### src/rtl/mem_reduce_scan_if.sv
// rtl/mem_reduce_scan_if.sv - command, status and memory-port bundle for mem_reduce_scan
interface mem_reduce_scan_if #(
  parameter int WIDTH = 16,
  parameter int DEPTH = 1024
);
  localparam int LOGDEPTH = $clog2(DEPTH);

  logic                start;
  logic [1:0]          mode;
  logic [LOGDEPTH-1:0] base_addr;
  logic [LOGDEPTH:0]   length;
  logic [LOGDEPTH-1:0] dst_addr;

  logic [LOGDEPTH-1:0] mem_addr;
  logic                mem_re;
  logic [WIDTH-1:0]    mem_rdata;
  logic                mem_we;
  logic [WIDTH-1:0]    mem_wdata;

  logic                busy;
  logic                done;
  logic                err;
  logic [WIDTH-1:0]    result;
  logic [LOGDEPTH-1:0] result_idx;

  modport slave (
    input  start, mode, base_addr, length, dst_addr, mem_rdata,
    output mem_addr, mem_re, mem_we, mem_wdata, busy, done, err, result, result_idx
  );

  modport master (
    output start, mode, base_addr, length, dst_addr, mem_rdata,
    input  mem_addr, mem_re, mem_we, mem_wdata, busy, done, err, result, result_idx
  );
endinterface

### src/rtl/mem_reduce_scan.sv
// rtl/mem_reduce_scan.sv - windowed max/min reduction over a synchronous-read memory
// Reads a wrapping window, tracks the first extreme value and its offset, writes it back.
module mem_reduce_scan #(
  parameter int WIDTH = 16,
  parameter int DEPTH = 1024
) (
  input  logic            clk,
  input  logic            reset_n,
  mem_reduce_scan_if.slave bus
);
  localparam int LOGDEPTH = $clog2(DEPTH);
  localparam logic [LOGDEPTH:0] DEPTH_W = (LOGDEPTH+1)'(DEPTH);
  localparam logic [LOGDEPTH:0] ONE_W   = (LOGDEPTH+1)'(1);

  typedef enum logic [2:0] {
    S_IDLE  = 3'd0,
    S_READ  = 3'd1,
    S_DRAIN = 3'd2,
    S_WRITE = 3'd3,
    S_DONE  = 3'd4
  } state_t;

  state_t              state_q,  state_d;
  logic [1:0]          mode_q,   mode_d;
  logic [LOGDEPTH-1:0] base_q,   base_d;
  logic [LOGDEPTH:0]   len_q,    len_d;
  logic [LOGDEPTH-1:0] dst_q,    dst_d;
  logic [LOGDEPTH-1:0] i_q,      i_d;
  logic                err_q,    err_d;
  logic                vld_q,    vld_d;
  logic [LOGDEPTH-1:0] sidx_q,   sidx_d;
  logic                first_q,  first_d;
  logic [WIDTH-1:0]    result_q, result_d;
  logic [LOGDEPTH-1:0] ridx_q,   ridx_d;

  logic                len_bad;
  logic                last_rd;
  logic [WIDTH-1:0]    msb_mask;
  logic [WIDTH-1:0]    key_new;
  logic [WIDTH-1:0]    key_cur;
  logic                better;

  always_ff @(posedge clk or negedge reset_n) begin
    if (!reset_n) begin
      state_q  <= S_IDLE;
      mode_q   <= '0;
      base_q   <= '0;
      len_q    <= '0;
      dst_q    <= '0;
      i_q      <= '0;
      err_q    <= 1'b0;
      vld_q    <= 1'b0;
      sidx_q   <= '0;
      first_q  <= 1'b0;
      result_q <= '0;
      ridx_q   <= '0;
    end else begin
      state_q  <= state_d;
      mode_q   <= mode_d;
      base_q   <= base_d;
      len_q    <= len_d;
      dst_q    <= dst_d;
      i_q      <= i_d;
      err_q    <= err_d;
      vld_q    <= vld_d;
      sidx_q   <= sidx_d;
      first_q  <= first_d;
      result_q <= result_d;
      ridx_q   <= ridx_d;
    end
  end

  assign len_bad = (bus.length == '0) || (bus.length > DEPTH_W);
  assign last_rd = ({1'b0, i_q} == (len_q - ONE_W));

  // Flipping the MSB maps two's-complement order onto unsigned order.
  assign msb_mask = {mode_q[1], {(WIDTH-1){1'b0}}};
  assign key_new  = bus.mem_rdata ^ msb_mask;
  assign key_cur  = result_q ^ msb_mask;
  assign better   = mode_q[0] ? (key_new < key_cur) : (key_new > key_cur);

  always_comb begin
    state_d  = state_q;
    mode_d   = mode_q;
    base_d   = base_q;
    len_d    = len_q;
    dst_d    = dst_q;
    i_d      = i_q;
    err_d    = err_q;
    first_d  = first_q;
    result_d = result_q;
    ridx_d   = ridx_q;
    vld_d    = (state_q == S_READ);
    sidx_d   = i_q;

    case (state_q)
      S_IDLE: begin
        if (bus.start) begin
          mode_d  = bus.mode;
          base_d  = bus.base_addr;
          len_d   = bus.length;
          dst_d   = bus.dst_addr;
          i_d     = '0;
          first_d = 1'b1;
          err_d   = len_bad;
          // A rejected length still spends one busy cycle in DRAIN, touching no memory.
          state_d = len_bad ? S_DRAIN : S_READ;
        end
      end
      S_READ: begin
        i_d = i_q + 1'b1;
        if (last_rd) state_d = S_DRAIN;
      end
      S_DRAIN: state_d = err_q ? S_DONE : S_WRITE;
      S_WRITE: state_d = S_DONE;
      S_DONE:  state_d = S_IDLE;
      default: state_d = S_IDLE;
    endcase

    if (vld_q) begin
      if (first_q || better) begin
        result_d = bus.mem_rdata;
        ridx_d   = sidx_q;
      end
      first_d = 1'b0;
    end
  end

  always_comb begin
    bus.mem_re    = 1'b0;
    bus.mem_we    = 1'b0;
    bus.mem_addr  = '0;
    bus.mem_wdata = '0;
    bus.busy      = 1'b0;
    bus.done      = 1'b0;
    bus.err       = 1'b0;
    case (state_q)
      S_READ: begin
        bus.mem_re   = 1'b1;
        bus.mem_addr = base_q + i_q;
        bus.busy     = 1'b1;
      end
      S_DRAIN: bus.busy = 1'b1;
      S_WRITE: begin
        bus.mem_we    = 1'b1;
        bus.mem_addr  = dst_q;
        bus.mem_wdata = result_q;
        bus.busy      = 1'b1;
      end
      S_DONE: begin
        bus.done = 1'b1;
        bus.err  = err_q;
      end
      default: ;
    endcase
    bus.result     = result_q;
    bus.result_idx = ridx_q;
  end
endmodule

### src/flat_wrapper.sv
// flat-port wrapper written by rule: the top's interface ports become plain ports
module mem_reduce_scan_flat 
#(
  parameter int WIDTH = 16,
  parameter int DEPTH = 1024
)
  (clk, reset_n, bus_start, bus_mode, bus_base_addr, bus_length, bus_dst_addr, bus_mem_rdata, bus_mem_addr, bus_mem_re, bus_mem_we, bus_mem_wdata, bus_busy, bus_done, bus_err, bus_result, bus_result_idx);
  mem_reduce_scan_if #(.WIDTH(WIDTH), .DEPTH(DEPTH)) bus_i ();
  input  logic clk;
  input  logic reset_n;
  input wire logic [$bits(bus_i.start)-1:0] bus_start;
  input wire logic [$bits(bus_i.mode)-1:0] bus_mode;
  input wire logic [$bits(bus_i.base_addr)-1:0] bus_base_addr;
  input wire logic [$bits(bus_i.length)-1:0] bus_length;
  input wire logic [$bits(bus_i.dst_addr)-1:0] bus_dst_addr;
  input wire logic [$bits(bus_i.mem_rdata)-1:0] bus_mem_rdata;
  output wire logic [$bits(bus_i.mem_addr)-1:0] bus_mem_addr;
  output wire logic [$bits(bus_i.mem_re)-1:0] bus_mem_re;
  output wire logic [$bits(bus_i.mem_we)-1:0] bus_mem_we;
  output wire logic [$bits(bus_i.mem_wdata)-1:0] bus_mem_wdata;
  output wire logic [$bits(bus_i.busy)-1:0] bus_busy;
  output wire logic [$bits(bus_i.done)-1:0] bus_done;
  output wire logic [$bits(bus_i.err)-1:0] bus_err;
  output wire logic [$bits(bus_i.result)-1:0] bus_result;
  output wire logic [$bits(bus_i.result_idx)-1:0] bus_result_idx;
  assign bus_i.start = bus_start;
  assign bus_i.mode = bus_mode;
  assign bus_i.base_addr = bus_base_addr;
  assign bus_i.length = bus_length;
  assign bus_i.dst_addr = bus_dst_addr;
  assign bus_i.mem_rdata = bus_mem_rdata;
  assign bus_mem_addr = bus_i.mem_addr;
  assign bus_mem_re = bus_i.mem_re;
  assign bus_mem_we = bus_i.mem_we;
  assign bus_mem_wdata = bus_i.mem_wdata;
  assign bus_busy = bus_i.busy;
  assign bus_done = bus_i.done;
  assign bus_err = bus_i.err;
  assign bus_result = bus_i.result;
  assign bus_result_idx = bus_i.result_idx;
  mem_reduce_scan #(.WIDTH(WIDTH), .DEPTH(DEPTH)) u_core (.clk(clk), .reset_n(reset_n), .bus(bus_i));
endmodule
### config.mk
export PLATFORM = sky130hd
export DESIGN_NAME = mem_reduce_scan_flat
export DESIGN_NICKNAME = d
export VERILOG_FILES = /design/src/rtl/mem_reduce_scan_if.sv /design/src/rtl/mem_reduce_scan.sv /design/src/flat_wrapper.sv
export SDC_FILE = /design/constraint.sdc
export NUM_CORES = 1
export LEC_CHECK = 0
export BUFFER_PORTS_ARGS = -buffer_cell sky130_fd_sc_hd__buf_4
export CORE_UTILIZATION = 40
export DETAILED_ROUTE_END_ITERATION = 16
export SETUP_SLACK_MARGIN = 0.3
export SLEW_MARGIN = 20
export SYNTH_ARGS = -nofsm -noshare
export SYNTH_HDL_FRONTEND = slang
export SYNTH_SLANG_ARGS = --single-unit
### constraint.sdc
create_clock -name clk -period 7.58 [get_ports clk]
set_clock_uncertainty 0.05 [all_clocks]
set_input_delay 1.137 -clock clk [delete_from_list [all_inputs] [get_ports clk]]
set_output_delay 1.137 -clock clk [all_outputs]
set_load 0.02 [all_outputs]
==> impl_metrics.json, run 1 <==
{
  "outcome": "completed",
  "postCtsSetupBuffers": 0,
  "antenna_found_initial": 0,
  "drc": 0,
  "wl_met3_um": 441,
  "max_freq_mhz": 259,
  "start_kind": "flip-flop",
  "fin_nets": 660,
  "synthesis.area_sq_um": 4550,
  "syn_to_final_growth_pct": 28.0,
  "syn_nets": 552,
  "ff2ff_setup_slack_ns": 4.67,
  "min_to": "u_core.first_q",
  "drive_above_1_share_pct": 27.0,
  "finalNonFillerCells": 725,
  "ctsHoldBuffers": 0,
  "critPathKind": "flip-flop to primary output",
  "core_sq_um": 10900,
  "syn_inst": 472,
  "place.port_buffers": 108,
  "maxSlewViolCount": 0,
  "antennaDiodeCount": 0,
  "min_path_type": "flip-flop to flip-flop",
  "clock-root-buffer": "clkbuf_16",
  "io_pins": 109,
  "maxSlewHeadroom_pct": 48.4,
  "grt_usage_pct": 19.1,
  "r2r_start": "u_core.mode_q[1]",
  "drtPass1Iterations": 4,
  "fin_crit_ns": 3.86,
  "clock_latency_ns": 0.34,
  "cts_max_level": 3,
  "worstHoldStart": "u_core.vld_q",
  "dr.first_iter.drc_count": 166,
  "grt_max_degree": 86,
  "ant_nets": 0,
  "worstPathMaxFanout": 8,
  "cp.required_ns": 6.39,
  "floorplan.initialDensity_pct": 41.6,
  "clock_sinks": 85,
  "setup_viol": 0,
  "cts_tree": "built",
  "fin_setup_tns_ns": 0,
  "num_rows": 38,
  "route.final.wire_length_um": 10500,
  "cts.path.max_buffers": 2,
  "chipWidth_um": 109,
  "met2WireLength_um": 4720,
  "die_h_um": 109,
  "critical_path_arrival_ns": 2.67,
  "rr_endpoint": "u_core.bus.result_idx[6]",
  "wire_per_inst_um": 14.5,
  "grt_pass1_wl_um": 17200,
  "place_inst": 709,
  "post_cts_resized": 0,
  "period_share_pct": 50.9,
  "hold_depth": 1,
  "hold_viol": 0,
  "overflow": 0,
  "cap_violations": 0,
  "grt_pass1_vias": 3531,
  "hold_ws_ns": 0.386,
  "via_per_inst": 5.01,
  "ys_warn_count": 0,
  "vias": 3635,
  "top_layer_used": "met4",
  "gp_congestion": 0.798,
  "dpl.hpwl_um": 7470,
  "cp-end-kind": "primary output",
  "dieArea_sq_um": 11800,
  "wl_met1_um": 5240,
  "worstMarginPinSlew_ns": 0.774,
  "ff2ff_path_depth": 10,
  "synth_cell_types": 47,
  "rsz0062_at_grt": "false",
  "peakVddDrop_uv": 268,
  "cts_buffers": 9,
  "clkTransAtPathRegs_ns": 0.06,
  "avgSynthCellArea_sq_um": 9.64,
  "ys_seq_area_share_pct": 46.8,
  "power.density_nw_per_um2": 414,
  "p_leak_nw": 2.95,
  "ys_ff_latch": 85
}
-- state kept, by name (all words and copies together) (netlist names) --
name and cells:
u_core.state_q 3, u_core.base_q 10, u_core.mode_q 2, u_core.sidx_q 10, u_core.len_q 11, u_core.dst_q 10, u_core.first_q 1, u_core.err_q 1
u_core.bus.result 16, u_core.i_q 10, u_core.vld_q 1, u_core.bus.result_idx 10
-- worst max-delay path, cell delays in order (launching register included) --
cell	delay, ns
dfrtp_1	0.59
ha_1	0.31
a21oi_1	0.18
o211ai_1	0.18
o41a_1	0.38
nand3_1	0.11
nand2_1	0.06
xnor2_1	0.23
o21ai_0	0.11
buf_4	0.18
-- cell type report --
type / count / area (sq um)
fillers: 1015 / 5110
multi-input cells: 347 / 2250
flip-flops and latches: 85 / 2130
repair buffers: 112 / 845
clock buffers: 10 / 239
well taps: 140 / 175
clock inverters: 6 / 93.8
inverters: 25 / 93.8
-- where the power goes --
| part | switching, mW | internal, mW |
|---|---|---|
| Combinational | 0.625 | 0.509 |
| Clock | 0.188 | 0.301 |
| Sequential | 0.164 | 0.625 |
-- logic make-up (layout without fill, tap and decap cells) --
| group | Yosys count | after routing | share of synthesized area, % |
|---|---|---|---|
| buf+inv | 40 | 153 | 4.04 |
| compound gates | 63 | 63 | 8.89 |
| fa+ha+maj | 28 | 28 | 7.87 |
| flops | 85 | 85 | 46.8 |
| mux | 31 | 31 | 7.54 |
| simple gates | 203 | 203 | 20.7 |
| xor+xnor | 22 | 22 | 4.24 |
-- how the worst max path moves through the flow --
stage                                  from                       end  slack, ns
after floorplan               u_core.i_q[0]           bus_mem_addr[6]       4.25
after global placement    bus_mem_rdata[15]  u_core.bus.result_idx[7]       3.91
after detailed placement  bus_mem_rdata[15]  u_core.bus.result_idx[6]       3.83
after CTS                     u_core.i_q[1]           bus_mem_addr[9]       3.67
after global routing          u_core.i_q[0]           bus_mem_addr[6]       3.55
final                         u_core.i_q[1]           bus_mem_addr[9]       3.72
-- per-layer routing --
layer  vias up  GRT usage (%)
li1       1821              -
met1      1713           26.9
met2        90           29.0
met3        11           3.71
met4         0           7.14
met5         -              0
-- Yosys cell counts, drive strengths merged --
cell type / number / area [sq um]
mux2: 26 / 293
and2: 18 / 113
mux2i: 5 / 50.1
or3: 1 / 6.26
o21bai: 1 / 7.51
and3: 4 / 26.3
a31o: 1 / 8.76
o31ai: 2 / 15.0
o21ai: 23 / 115
a32o: 2 / 20.0
o31a: 1 / 8.76
a31oi: 3 / 18.8
nor4: 4 / 40.0
a21o: 4 / 30.0
nand3: 10 / 50.1
nor4b: 1 / 8.76
ha: 27 / 338
a311oi: 2 / 17.5
nand2: 113 / 424
nand3b: 2 / 15.0
nand2b: 5 / 31.3
a2111oi: 1 / 8.76
nor3: 7 / 35.0
fa: 1 / 20.0
inv: 25 / 93.8
nor2b: 2 / 12.5
xor2: 12 / 105
o211ai: 4 / 30.0
clkbuf: 11 / 51.3
a21oi: 12 / 60.1
xnor2: 10 / 87.6
dfrtp: 85 / 2130
a22o: 4 / 35.0
nand4: 8 / 50.1
a41oi: 1 / 8.76
nor3b: 3 / 22.5
or4: 2 / 18.8
nor2: 23 / 86.3
buf: 4 / 38.8
a221oi: 1 / 8.76
o41a: 1 / 11.3
-- placed cells by master (no fill, tap or decap), types with 3 or more instances in the layout --
master     Yosys  layout
o21ai_0       23      23
clkbuf_16      0       9
mux2i_1        5       5
ha_1          27      27
inv_1         25      25
dfrtp_1       85      85
a31oi_1        3       3
a22o_1         4       4
o211ai_1       4       4
mux2_2        24      24
xnor2_1       10      10
nand3_1       10      10
xor2_1        12      12
nor2_1        23      23
and3_1         3       3
nand2b_1       5       5
and2_1        18      18
nand4_1        8       8
nand2_1      113     113
nor3_1         7       7
buf_4          0     111
nor4_1         3       3
a21o_1         4       4
a21oi_1       12      12
-- metrics by stage --
step	setup WS [ns]	util (%)	power [mW]	area, sq um
2_1_floorplan	4.25	-	1.56	4550
3_3_place_gp	3.91	50.2	1.91	5490
3_5_place_dp	3.83	50.2	1.93	5490
4_1_cts	3.67	53.2	2.43	5820
5_1_grt	3.55	53.2	2.59	5820
6_report	3.72	53.2	2.41	5820
Power figures use the tool's default switching activity.
==> run 2, diff against run 1 <==
clock period = 3.15 ns   (was 7.58 ns; I/O delays follow)
==> impl_metrics.json, run 2 (synthesis gave the netlist of run 1 again) <==
{
  "cts_max_level": 3,
  "max_freq_mhz": 340,
  "drive_above_1_share_pct": 31.1,
  "dr.first_iter.drc_count": 180,
  "cap_violations": 0,
  "maxSlewViolCount": 0,
  "power.density_nw_per_um2": 980,
  "drtPass1Iterations": 5,
  "ant_nets": 0,
  "critical_path.cell_chain": "ha_1 > a21oi_2 > o211ai_1 > o41a_1 > nand3_2 > nand2_2 > xnor2_2 > o21ai_1 > buf_4",
  "period_share_pct": 93.4,
  "ff2ff_setup_slack_ns": 0.50,
  "setup_viol": 0,
  "worstPathMaxFanout": 3,
  "fin_setup_tns_ns": 0,
  "max_stage_delay_ns": 0.43,
  "grt_pass1_wl_um": 17800,
  "chipWidth_um": 109,
  "dieArea_sq_um": 11800,
  "power.total_mw": 5.85,
  "grt_usage_pct": 19.4,
  "grt_pass1_vias": 3641,
  "cts_tree": "built",
  "die_h_um": 109,
  "cp.required_ns": 2.63,
  "antennaDiodeCount": 0,
  "rr_endpoint": "u_core.bus.result[7]",
  "ff2ff_path_depth": 10,
  "clock_latency_ns": 0.34,
  "cp-end-kind": "primary output",
  "cts_buffers": 9,
  "cts.path.max_buffers": 2,
  "p_leak_nw": 3.01,
  "clock-root-buffer": "clkbuf_16",
  "worstMarginPinSlew_ns": 0.600,
  "syn_to_final_growth_pct": 31.2,
  "place.port_buffers": 108,
  "core_sq_um": 10900,
  "grt_max_degree": 49,
  "ctsHoldBuffers": 0,
  "clkTransAtPathRegs_ns": 0.07,
  "drc": 0,
  "wire_per_inst_um": 14.6,
  "r2r_start": "u_core.mode_q[1]",
  "largest_reg_flops": 16,
  "maxSlewHeadroom_pct": 60.0,
  "floorplan.initialDensity_pct": 41.6,
  "rsz0062_at_grt": "true",
  "mostFrequentLayoutCell": "buf_4",
  "start_kind": "flip-flop",
  "route.final.wire_length_um": 10800,
  "io_pins": 109,
  "gp_congestion": 0.779,
  "min_path_type": "primary input to async pin",
  "num_rows": 38,
  "peakVddDrop_uv": 508,
  "antenna_found_initial": 0,
  "fin_nets": 676,
  "vias": 3694,
  "overflow": 0,
  "dpl.hpwl_um": 7920,
  "hold_viol": 0,
  "outcome": "completed",
  "final_cell_mix": "buf_4 (126), nand2_1 (112), dfrtp_1 (85)",
  "clock_sinks": 85,
  "cpMaxStageDelayCell": "o41a_1",
  "via_per_inst": 4.99,
  "critical_path_arrival_ns": 2.42,
  "fin_crit_ns": 2.94,
  "critPathKind": "flip-flop to primary output"
}
## run 2: worst max path at each step
stage                                  from                        to  slack (ns)
after detailed placement  bus_mem_rdata[15]  u_core.bus.result_idx[6]        0.30
final                         u_core.i_q[1]           bus_mem_addr[9]        0.21
after global placement    bus_mem_rdata[15]  u_core.bus.result_idx[8]        0.38
after CTS                     u_core.i_q[1]           bus_mem_addr[9]        0.22
after floorplan               u_core.i_q[0]           bus_mem_addr[6]        0.49
after global routing          u_core.i_q[1]           bus_mem_addr[9]        0.14
## run 2: layout make-up
type	instances	area [sq um]
Fill cell	1004	4970
Multi-Input combinational cell	347	2320
Sequential cell	85	2130
Timing Repair Buffer	128	972
Clock buffer	9	225
Tap cell	140	175
Inverter	25	93.8
Clock inverter	7	57.6
## run 2: layer usage
layer  share of wire (%)  up-vias  wire length [um]  track usage, %
met1                  47     1727              5060            26.4
met2                  47      103              5110            31.0
met4                0.64        0                69            5.69
met5                   0        -                 0               0
li1                    -     1858                 -               -
met3                 5.3        6               578            4.06
## run 2: metrics by stage
| stage | hold slack (ns) | instances | utilization (%) | cell area, sq um | setup WS [ns] |
|---|---|---|---|---|---|
| after floorplan | 0.127 | 472 | - | 4550 | 0.487 |
| after global placement | 0.375 | 719 | 50.8 | 5560 | 0.376 |
| after detailed placement | 0.380 | 719 | 50.8 | 5560 | 0.301 |
| after CTS | 0.111 | 736 | 53.6 | 5870 | 0.221 |
| after global routing | 0.128 | 741 | 54.6 | 5970 | 0.144 |
| final | 0.0784 | 741 | 54.6 | 5970 | 0.209 |
## run 2: repair_timing
item,4_1_cts,5_1_grt
resized for setup,6,16
endpoints found under the setup margin,3,22
buffers inserted,1,5
pin swaps,2,11
## run 2: worst max-delay path, delay by kind of cell (launching register included)
kind | cells | cell delay, ns
buffers and inverters | 1 | 0.16
adders and majority gates | 1 | 0.31
DFF | 1 | 0.40
AOI/OAI and AO/OA | 4 | 0.92
xor gates and xnor gates | 1 | 0.14
and+or+nand+nor | 2 | 0.14
## run 2: where the power goes
part           total [mW]  leakage (nW)  internal, mW  switching (mW)
sequential           1.88          1.08          1.50           0.371
combinational        2.97          1.80          1.36            1.60
clock                1.00         0.129         0.544           0.460
total                5.85          3.01          3.41            2.43
